--- config.mk ---
export PLATFORM = sky130hd
export DESIGN_NAME = id_ex_decode_flat
export DESIGN_NICKNAME = d
export VERILOG_FILES = /design/src/rtl/id_ex_decode_if.sv /design/src/rtl/id_ex_decode.sv /design/src/flat_wrapper.sv
export SDC_FILE = /design/constraint.sdc
export NUM_CORES = 1
export LEC_CHECK = 0
export CAP_MARGIN = 40
export CORE_MARGIN = 4
export CORE_UTILIZATION = 35
export CTS_CLUSTER_SIZE = 24
export DETAILED_ROUTE_END_ITERATION = 6
export PLACE_DENSITY = 0.71
export SLEW_MARGIN = 20
export SYNTH_ARGS = -nofsm -noshare
export SYNTH_HDL_FRONTEND = slang
export SYNTH_SLANG_ARGS = --single-unit
--- constraint.sdc ---
create_clock -name clk -period 2.3 [get_ports clk]
set_input_delay 0.345 -clock clk [delete_from_list [all_inputs] [get_ports clk]]
set_output_delay 0.345 -clock clk [all_outputs]
set_load 0.01 [all_outputs]
--- src/rtl/id_ex_decode_if.sv ---
// rtl/id_ex_decode_if.sv - ID/EX register output bundle
//
// Carries the registered decode fields from the decode stage to EX and MEM.
// master: the decode stage, which drives every field.
// slave : the EX/MEM consumers, which only read the fields.
// Fields: ex_valid, ex_alu_opt, ex_imm, ex_src_a_pc, ex_src_b_imm, ex_rs1,
//         ex_rs2, ex_rd, ex_reg_we, ex_mem_re, ex_mem_we, ex_mem_size,
//         ex_branch, ex_jump, ex_pc, ex_illegal.
interface id_ex_decode_if #(
    parameter int XLEN = 32
);
    logic            ex_valid;
    logic [4:0]      ex_alu_opt;
    logic [XLEN-1:0] ex_imm;
    logic            ex_src_a_pc;
    logic            ex_src_b_imm;
    logic [4:0]      ex_rs1;
    logic [4:0]      ex_rs2;
    logic [4:0]      ex_rd;
    logic            ex_reg_we;
    logic            ex_mem_re;
    logic            ex_mem_we;
    logic [2:0]      ex_mem_size;
    logic            ex_branch;
    logic            ex_jump;
    logic [XLEN-1:0] ex_pc;
    logic            ex_illegal;

    modport master (
        output ex_valid, ex_alu_opt, ex_imm, ex_src_a_pc, ex_src_b_imm,
               ex_rs1, ex_rs2, ex_rd, ex_reg_we, ex_mem_re, ex_mem_we,
               ex_mem_size, ex_branch, ex_jump, ex_pc, ex_illegal
    );

    modport slave (
        input  ex_valid, ex_alu_opt, ex_imm, ex_src_a_pc, ex_src_b_imm,
               ex_rs1, ex_rs2, ex_rd, ex_reg_we, ex_mem_re, ex_mem_we,
               ex_mem_size, ex_branch, ex_jump, ex_pc, ex_illegal
    );
endinterface

--- src/rtl/id_ex_decode.sv ---
// rtl/id_ex_decode.sv - RV32I decode stage and ID/EX pipeline register
//
// Decodes the IF/ID instruction word into ALU op, operand selects, immediate
// and control bits, and registers them for one cycle. Detects load-use
// hazards and honours stall and flush.
// Ports:
//   clk, rst        core clock, synchronous active-high reset
//   id_valid        IF/ID holds a real instruction
//   id_instr, id_pc instruction word and its pc
//   stall           hold the ID/EX register
//   flush           redirect: bubble the ID/EX register
//   load_use_stall  combinational: IF/ID must hold this cycle
//   ex              registered decode bundle (master side)
module id_ex_decode #(
    parameter int          XLEN      = 32,
    parameter logic [31:0] NOP_INSTR = 32'h0000_0013
) (
    input  logic            clk,
    input  logic            rst,
    input  logic            id_valid,
    input  logic [31:0]     id_instr,
    input  logic [XLEN-1:0] id_pc,
    input  logic            stall,
    input  logic            flush,
    output logic            load_use_stall,
    id_ex_decode_if.master  ex
);
    localparam logic [6:0] OPC_OP     = 7'b0110011;
    localparam logic [6:0] OPC_OP_IMM = 7'b0010011;
    localparam logic [6:0] OPC_LOAD   = 7'b0000011;
    localparam logic [6:0] OPC_STORE  = 7'b0100011;
    localparam logic [6:0] OPC_LUI    = 7'b0110111;
    localparam logic [6:0] OPC_AUIPC  = 7'b0010111;
    localparam logic [6:0] OPC_JAL    = 7'b1101111;
    localparam logic [6:0] OPC_JALR   = 7'b1100111;
    localparam logic [6:0] OPC_BRANCH = 7'b1100011;

    localparam logic [6:0] F7_BASE = 7'b0000000;
    localparam logic [6:0] F7_ALT  = 7'b0100000;

    localparam logic [4:0] ALU_ADD  = 5'd0;
    localparam logic [4:0] ALU_SUB  = 5'd1;
    localparam logic [4:0] ALU_AND  = 5'd2;
    localparam logic [4:0] ALU_OR   = 5'd3;
    localparam logic [4:0] ALU_XOR  = 5'd4;
    localparam logic [4:0] ALU_SLL  = 5'd5;
    localparam logic [4:0] ALU_SLT  = 5'd6;
    localparam logic [4:0] ALU_SLTU = 5'd7;
    localparam logic [4:0] ALU_SRL  = 5'd8;
    localparam logic [4:0] ALU_SRA  = 5'd9;
    localparam logic [4:0] ALU_JMP  = 5'd10;
    localparam logic [4:0] ALU_BEQ  = 5'd11;
    localparam logic [4:0] ALU_BNE  = 5'd12;
    localparam logic [4:0] ALU_BLT  = 5'd13;
    localparam logic [4:0] ALU_BGE  = 5'd14;
    localparam logic [4:0] ALU_BLTU = 5'd15;
    localparam logic [4:0] ALU_BGEU = 5'd16;
    localparam logic [4:0] ALU_PASB = 5'd17;

    typedef struct packed {
        logic            valid;
        logic [4:0]      alu_opt;
        logic [XLEN-1:0] imm;
        logic            src_a_pc;
        logic            src_b_imm;
        logic [4:0]      rs1;
        logic [4:0]      rs2;
        logic [4:0]      rd;
        logic            reg_we;
        logic            mem_re;
        logic            mem_we;
        logic [2:0]      mem_size;
        logic            branch;
        logic            jump;
        logic [XLEN-1:0] pc;
        logic            illegal;
    } ex_fields_t;

    ex_fields_t ex_q, ex_d, dec;

    logic [6:0] opcode;
    logic [2:0] funct3;
    logic [6:0] funct7;
    logic [4:0] rs1, rs2, rd;
    assign opcode = id_instr[6:0];
    assign rd     = id_instr[11:7];
    assign funct3 = id_instr[14:12];
    assign rs1    = id_instr[19:15];
    assign rs2    = id_instr[24:20];
    assign funct7 = id_instr[31:25];

    logic signed [31:0] imm_i, imm_s, imm_b, imm_u, imm_j, imm32;
    assign imm_i = {{20{id_instr[31]}}, id_instr[31:20]};
    assign imm_s = {{20{id_instr[31]}}, id_instr[31:25], id_instr[11:7]};
    assign imm_b = {{19{id_instr[31]}}, id_instr[31], id_instr[7],
                    id_instr[30:25], id_instr[11:8], 1'b0};
    assign imm_u = {id_instr[31:12], 12'b0};
    assign imm_j = {{11{id_instr[31]}}, id_instr[31], id_instr[19:12],
                    id_instr[20], id_instr[30:21], 1'b0};

    // OP and OP-IMM share one funct3 map; funct7 only selects the alternate
    // op for register forms, and for immediates only for the shift-right.
    logic       alt;
    logic [4:0] alu_rr;
    assign alt = (funct7 == F7_ALT) && ((opcode == OPC_OP) || (funct3 == 3'b101));

    always_comb begin
        alu_rr = ALU_ADD;
        case (funct3)
            3'b000:  alu_rr = alt ? ALU_SUB : ALU_ADD;
            3'b001:  alu_rr = ALU_SLL;
            3'b010:  alu_rr = ALU_SLT;
            3'b011:  alu_rr = ALU_SLTU;
            3'b100:  alu_rr = ALU_XOR;
            3'b101:  alu_rr = alt ? ALU_SRA : ALU_SRL;
            3'b110:  alu_rr = ALU_OR;
            default: alu_rr = ALU_AND;
        endcase
    end

    logic illegal;

    always_comb begin
        dec     = '0;
        dec.rs1 = rs1;
        dec.rs2 = rs2;
        dec.rd  = rd;
        dec.pc  = id_pc;
        imm32   = '0;
        illegal = 1'b0;
        case (opcode)
            OPC_OP: begin
                dec.alu_opt = alu_rr;
                dec.reg_we  = 1'b1;
                illegal     = !((funct7 == F7_BASE) ||
                                ((funct7 == F7_ALT) && ((funct3 == 3'b000) || (funct3 == 3'b101))));
            end
            OPC_OP_IMM: begin
                dec.alu_opt   = alu_rr;
                dec.src_b_imm = 1'b1;
                dec.reg_we    = 1'b1;
                imm32         = imm_i;
                illegal       = ((funct3 == 3'b001) && (funct7 != F7_BASE)) ||
                                ((funct3 == 3'b101) && (funct7 != F7_BASE) && (funct7 != F7_ALT));
            end
            OPC_LOAD: begin
                dec.src_b_imm = 1'b1;
                dec.reg_we    = 1'b1;
                dec.mem_re    = 1'b1;
                dec.mem_size  = funct3;
                imm32         = imm_i;
                illegal       = (funct3 == 3'b011) || (funct3[2:1] == 2'b11);
            end
            OPC_STORE: begin
                dec.src_b_imm = 1'b1;
                dec.mem_we    = 1'b1;
                dec.mem_size  = funct3;
                imm32         = imm_s;
                illegal       = funct3[2] || (funct3 == 3'b011);
            end
            OPC_LUI: begin
                dec.alu_opt   = ALU_PASB;
                dec.src_b_imm = 1'b1;
                dec.reg_we    = 1'b1;
                imm32         = imm_u;
            end
            OPC_AUIPC: begin
                dec.src_a_pc  = 1'b1;
                dec.src_b_imm = 1'b1;
                dec.reg_we    = 1'b1;
                imm32         = imm_u;
            end
            OPC_JAL: begin
                dec.alu_opt   = ALU_JMP;
                dec.src_a_pc  = 1'b1;
                dec.src_b_imm = 1'b1;
                dec.jump      = 1'b1;
                dec.reg_we    = 1'b1;
                imm32         = imm_j;
            end
            OPC_JALR: begin
                dec.alu_opt   = ALU_JMP;
                dec.src_b_imm = 1'b1;
                dec.jump      = 1'b1;
                dec.reg_we    = 1'b1;
                imm32         = imm_i;
                illegal       = (funct3 != 3'b000);
            end
            OPC_BRANCH: begin
                dec.branch = 1'b1;
                imm32      = imm_b;
                case (funct3)
                    3'b000:  dec.alu_opt = ALU_BEQ;
                    3'b001:  dec.alu_opt = ALU_BNE;
                    3'b100:  dec.alu_opt = ALU_BLT;
                    3'b101:  dec.alu_opt = ALU_BGE;
                    3'b110:  dec.alu_opt = ALU_BLTU;
                    3'b111:  dec.alu_opt = ALU_BGEU;
                    default: illegal     = 1'b1;
                endcase
            end
            default: illegal = 1'b1;
        endcase

        dec.imm = XLEN'(imm32);

        // An illegal word keeps only its raw register fields and pc.
        if (illegal) begin
            dec.alu_opt   = ALU_ADD;
            dec.imm       = '0;
            dec.src_a_pc  = 1'b0;
            dec.src_b_imm = 1'b0;
            dec.reg_we    = 1'b0;
            dec.mem_re    = 1'b0;
            dec.mem_we    = 1'b0;
            dec.mem_size  = '0;
            dec.branch    = 1'b0;
            dec.jump      = 1'b0;
        end
        dec.illegal = illegal & id_valid;

        // Control bits only matter for a real instruction; x0 is never written.
        dec.valid  = id_valid;
        dec.reg_we = dec.reg_we & id_valid & (rd != 5'd0);
        dec.mem_re = dec.mem_re & id_valid;
        dec.mem_we = dec.mem_we & id_valid;
        dec.branch = dec.branch & id_valid;
        dec.jump   = dec.jump & id_valid;
    end

    // Hazard against the load now in EX. A bubble word has rs1 = x0 so it
    // never needs to wait; it is excluded explicitly to keep that obvious.
    logic uses_rs2;
    assign uses_rs2 = (opcode == OPC_OP) || (opcode == OPC_STORE) || (opcode == OPC_BRANCH);

    assign load_use_stall = !rst && !flush && id_valid && (id_instr != NOP_INSTR) &&
                            ex_q.valid && ex_q.mem_re && (ex_q.rd != 5'd0) &&
                            ((ex_q.rd == rs1) || (uses_rs2 && (ex_q.rd == rs2)));

    // Flush beats stall; stall beats the load-use bubble so the hazard is
    // simply re-evaluated once the stall releases.
    always_comb begin
        ex_d = dec;
        if (flush) begin
            ex_d = '0;
        end else if (stall) begin
            ex_d = ex_q;
        end else if (load_use_stall) begin
            ex_d = '0;
        end
    end

    always_ff @(posedge clk) begin
        if (rst) begin
            ex_q <= '0;
        end else begin
            ex_q <= ex_d;
        end
    end

    assign ex.ex_valid     = ex_q.valid;
    assign ex.ex_alu_opt   = ex_q.alu_opt;
    assign ex.ex_imm       = ex_q.imm;
    assign ex.ex_src_a_pc  = ex_q.src_a_pc;
    assign ex.ex_src_b_imm = ex_q.src_b_imm;
    assign ex.ex_rs1       = ex_q.rs1;
    assign ex.ex_rs2       = ex_q.rs2;
    assign ex.ex_rd        = ex_q.rd;
    assign ex.ex_reg_we    = ex_q.reg_we;
    assign ex.ex_mem_re    = ex_q.mem_re;
    assign ex.ex_mem_we    = ex_q.mem_we;
    assign ex.ex_mem_size  = ex_q.mem_size;
    assign ex.ex_branch    = ex_q.branch;
    assign ex.ex_jump      = ex_q.jump;
    assign ex.ex_pc        = ex_q.pc;
    assign ex.ex_illegal   = ex_q.illegal;
endmodule

--- src/flat_wrapper.sv ---
// flat-port wrapper written by rule: the top's interface ports become plain ports
module id_ex_decode_flat 
#(
    parameter int          XLEN      = 32,
    parameter logic [31:0] NOP_INSTR = 32'h0000_0013
)
  (clk, rst, id_valid, id_instr, id_pc, stall, flush, load_use_stall, ex_ex_valid, ex_ex_alu_opt, ex_ex_imm, ex_ex_src_a_pc, ex_ex_src_b_imm, ex_ex_rs1, ex_ex_rs2, ex_ex_rd, ex_ex_reg_we, ex_ex_mem_re, ex_ex_mem_we, ex_ex_mem_size, ex_ex_branch, ex_ex_jump, ex_ex_pc, ex_ex_illegal);
  id_ex_decode_if #(.XLEN(XLEN)) ex_i ();
  input  logic clk;
  input  logic rst;
  input  logic id_valid;
  input  logic [31:0] id_instr;
  input  logic [XLEN-1:0] id_pc;
  input  logic stall;
  input  logic flush;
  output logic load_use_stall;
  output wire logic [$bits(ex_i.ex_valid)-1:0] ex_ex_valid;
  output wire logic [$bits(ex_i.ex_alu_opt)-1:0] ex_ex_alu_opt;
  output wire logic [$bits(ex_i.ex_imm)-1:0] ex_ex_imm;
  output wire logic [$bits(ex_i.ex_src_a_pc)-1:0] ex_ex_src_a_pc;
  output wire logic [$bits(ex_i.ex_src_b_imm)-1:0] ex_ex_src_b_imm;
  output wire logic [$bits(ex_i.ex_rs1)-1:0] ex_ex_rs1;
  output wire logic [$bits(ex_i.ex_rs2)-1:0] ex_ex_rs2;
  output wire logic [$bits(ex_i.ex_rd)-1:0] ex_ex_rd;
  output wire logic [$bits(ex_i.ex_reg_we)-1:0] ex_ex_reg_we;
  output wire logic [$bits(ex_i.ex_mem_re)-1:0] ex_ex_mem_re;
  output wire logic [$bits(ex_i.ex_mem_we)-1:0] ex_ex_mem_we;
  output wire logic [$bits(ex_i.ex_mem_size)-1:0] ex_ex_mem_size;
  output wire logic [$bits(ex_i.ex_branch)-1:0] ex_ex_branch;
  output wire logic [$bits(ex_i.ex_jump)-1:0] ex_ex_jump;
  output wire logic [$bits(ex_i.ex_pc)-1:0] ex_ex_pc;
  output wire logic [$bits(ex_i.ex_illegal)-1:0] ex_ex_illegal;
  assign ex_ex_valid = ex_i.ex_valid;
  assign ex_ex_alu_opt = ex_i.ex_alu_opt;
  assign ex_ex_imm = ex_i.ex_imm;
  assign ex_ex_src_a_pc = ex_i.ex_src_a_pc;
  assign ex_ex_src_b_imm = ex_i.ex_src_b_imm;
  assign ex_ex_rs1 = ex_i.ex_rs1;
  assign ex_ex_rs2 = ex_i.ex_rs2;
  assign ex_ex_rd = ex_i.ex_rd;
  assign ex_ex_reg_we = ex_i.ex_reg_we;
  assign ex_ex_mem_re = ex_i.ex_mem_re;
  assign ex_ex_mem_we = ex_i.ex_mem_we;
  assign ex_ex_mem_size = ex_i.ex_mem_size;
  assign ex_ex_branch = ex_i.ex_branch;
  assign ex_ex_jump = ex_i.ex_jump;
  assign ex_ex_pc = ex_i.ex_pc;
  assign ex_ex_illegal = ex_i.ex_illegal;
  id_ex_decode #(.XLEN(XLEN), .NOP_INSTR(NOP_INSTR)) u_core (.clk(clk), .rst(rst), .id_valid(id_valid), .id_instr(id_instr), .id_pc(id_pc), .stall(stall), .flush(flush), .load_use_stall(load_use_stall), .ex(ex_i));
endmodule
==> results.yml <==
placement:
  dp_hpwl_um: 10900
  routabilityCongestion: 0.943
  post_dp_cell_area_um2: 6490
  port_buffers: 165
cts:
  ctsRootBufferMaster: "clkbuf_16"
  clk_latency_ps: 340
  cts-buffers-inserted: 9
  cts_tree: "yes"
  path_clk_slew_ps: 70
  cts_buffer_depth: 2
  htreeDepth: 3
  cts.sinks: 96
cells_and_area:
  fin_area_um2: 7000
  synthToLayoutAreaGrowth_pct: 63.9
  drive_above_1_share_pct: 19.1
  seqCellArea_um2: 1920
  nNetsFinal: 808
  multi_input_comb_area_um2: 2200
  n_antenna_cell: 0
  fillers: 1047
worst_setup_path:
  crit_required_ps: 2570
  r2r_slack_ps: 80
  critPathKind: "input pin to flop"
  worstPathMaxFanout: 6
  crit_arrival_ps: 2530
  critical_path.endpoint_type: "flop"
  startpoint_type: "input pin"
logic_synthesis:
  yosys_register_bits: 96
  syn_area_um2: 4270
  async_flop_share_pct: 0
  synth_edf_count: 0
  yosys_warnings: 0
  syn_area_per_cell_um2: 8.11
  syn_inst: 526
  ys_types: 52
  syn_nets: 595
  ys_seq_area_share_pct: 45.0
  ys.flop_type: "dfxtp_1"
sta:
  tightest_slew_ps: 570
  hold_viol: 0
  layout_worst_path_cycle_share_pct: 98.1
  drv_slew: 0
  fin_skew_ps: 8.08
  relSlewSlack_pct: 62.0
  fmax_mhz: 443
  period_minus_slack_ps: 2260
  whs_ps: 419
  setup_viol: 0
route:
  ant_nets: 0
  viasPerCell: 5.28
  drcViolationCount: 0
  dr.pass1.iters: 6
  wire_per_inst_um: 17.1
  route.vias.total: 4707
  drt-initial-drc-count: 358
  routed_wirelength_um: 15300
floorplanning:
  placementRows: 40
  die_h_um: 118
  start_util_pct: 35.7
  num_io_pins: 166
  die_area_um2: 14000
  die_w_um: 118
  core_area_um2: 12000
flow_run:
  maxCapViolCount: 0
global_route:
  track_usage_pct: 20.7
  antenna_found_initial: 0
  grt_pass1_vias: 4726
  grt_pass1_wl_um: 23900
  grt.overflow.total: 0
  grt_max_degree: 55
power_and_ir_drop:
  power_leakage_nw: 2.69
  p_per_area_nw_per_um2: 543
  ir_drop_v: 0.000294
  power.total_mw: 3.80
worst_hold_path:
  hp-class: "input pin to flop"
outcome:
  outcome: "finished clean"
layout make-up:
class / count / area share [%]
Clock inverter: 6 / 1.07
Sequential cell: 96 / 27.5
Tap cell: 147 / 2.63
Timing Repair Buffer: 246 / 33.6
Multi-Input combinational cell: 379 / 31.4
Clock buffer: 10 / 3.42
Inverter: 7 / 0.411
cell usage in the layout (no fill, tap or decap), types with 2 or more instances in the layout:
cell / instances
a21oi_1: 79
a21oi_2: 2
a22o_1: 7
a22oi_1: 6
a31o_2: 2
a31oi_1: 2
a32o_1: 8
a32oi_1: 2
and2_1: 2
and3_1: 3
buf_12: 2
buf_4: 74
buf_6: 4
clkbuf_16: 11
clkdlybuf4s50_1: 155
clkinv_4: 2
dfxtp_1: 95
dlymetal6s2s_1: 8
inv_1: 5
nand2_1: 93
nand2b_1: 4
nand3_1: 53
nand3b_1: 2
nand4_1: 6
nand4b_1: 2
nor2_1: 21
nor3_1: 5
nor4_2: 5
o211a_1: 2
o21ai_0: 8
o21ai_1: 4
o21ai_2: 22
or4_1: 2
xnor2_1: 2
xor2_1: 12
sequential cells by signal (all words and copies together) (netlist names):
register	count
u_core.ex.ex_imm	32
u_core.ex.ex_pc	32
u_core.ex.ex_alu_opt	5
u_core.ex.ex_rd	5
u_core.ex.ex_rs1	5
u_core.ex.ex_rs2	5
u_core.ex.ex_mem_size	3
u_core.ex.ex_branch	1
u_core.ex.ex_illegal	1
u_core.ex.ex_jump	1
u_core.ex.ex_mem_re	1
u_core.ex.ex_mem_we	1
u_core.ex.ex_reg_we	1
u_core.ex.ex_src_a_pc	1
u_core.ex.ex_src_b_imm	1
u_core.ex.ex_valid	1
power by group:
group	total [mW]	switching, mW	leakage [nW]	internal [mW]
combinational	0.529	0.252	1.76	0.277
clock	1.56	0.675	0.151	0.888
sequential	1.71	0.0180	0.778	1.69
total	3.80	0.945	2.69	2.85
metal layers:
metal  track usage, %  up-vias  part of all wire, %
met1             25.7     2151                   41
met4             6.30        0                  1.5
met2             33.8      241                   47
li1                 -     2295                    -
met3             7.32       20                   10
met5                0        -                    0
worst paths after layout:
| check | start | endpoint | cells past startpoint |
|---|---|---|---|
| hold / removal | id_instr[27] | u_core.ex.ex_imm[7]$_SDFFE_PP0N_ | 3 |
| setup reg to reg | u_core.ex.ex_rd[0]$_SDFFE_PP0N_ | u_core.ex.ex_imm[2]$_SDFFE_PP0N_ | 7 |
| setup / recovery | id_instr[2] | u_core.ex.ex_imm[2]$_SDFFE_PP0N_ | 9 |
| hold reg to reg | u_core.ex.ex_imm[27]$_SDFFE_PP0N_ | u_core.ex.ex_imm[27]$_SDFFE_PP0N_ | 2 |
synth_stat cells (all sizes together), types with 2 or more instances:
cell | number | share of area (%)
dfxtp | 96 | 45
nand2 | 93 | 8.2
a21oi | 81 | 9.5
nand3 | 53 | 6.2
clkbuf | 35 | 3.1
o21ai | 34 | 5.7
nor2 | 22 | 1.9
xor2 | 12 | 2.5
buf | 9 | 1.7
a32o | 8 | 1.9
a22o | 7 | 1.4
nor4 | 7 | 1.3
a22oi | 6 | 1.1
inv | 6 | 0.53
nand4 | 6 | 0.88
nor3 | 6 | 0.70
nand2b | 4 | 0.59
a31oi | 3 | 0.59
and3 | 3 | 0.44
or4 | 3 | 0.53
a31o | 2 | 0.41
a32oi | 2 | 0.41
and2 | 2 | 0.29
nand3b | 2 | 0.35
nand4b | 2 | 0.41
o211a | 2 | 0.47
xnor2 | 2 | 0.41
per-stage QoR:
| stage | util (%) | cells | TNS, ps | worst slack, ps |
|---|---|---|---|---|
| finish | 58.5 | 891 | 0 | 44.6 |
| global route | 58.5 | 891 | -34.9 | -18.5 |
| CTS | 57.0 | 885 | -150 | -47.2 |
| detailed placement | 54.3 | 869 | -18160 | -410 |
| global placement | 54.3 | 869 | -18640 | -390 |
| floorplan | - | 526 | 0 | 69.5 |
kinds of logic after synthesis:
group	share of synthesized area (%)
DFF	45.0
buffers and inverters	5.36
and+or+nand+nor	23.0
xor gates and xnor gates	2.87
AOI/OAI and AO/OA	23.7
worst max-delay path, cell delays in order:
cell and delay (ps):
clkdlybuf4s50_1 480, nand4bb_4 170, buf_4 160, nor3_1 70, a21oi_1 220, o211ai_2 150
or4_4 580, clkbuf_16 200, o21ai_1 150
what timing repair did:
action | 4_1_cts | 5_1_grt
setup buffers | 0 | 3
cloned | 0 | 3
hold buffers | 0 | 0
gates resized for setup | 6 | 31
setup endpoints to repair | 20 | 46
pin swaps | 1 | 11
endpoints found under the hold margin | 0 | 0
No activity file was read; power rests on OpenSTA's default activity.
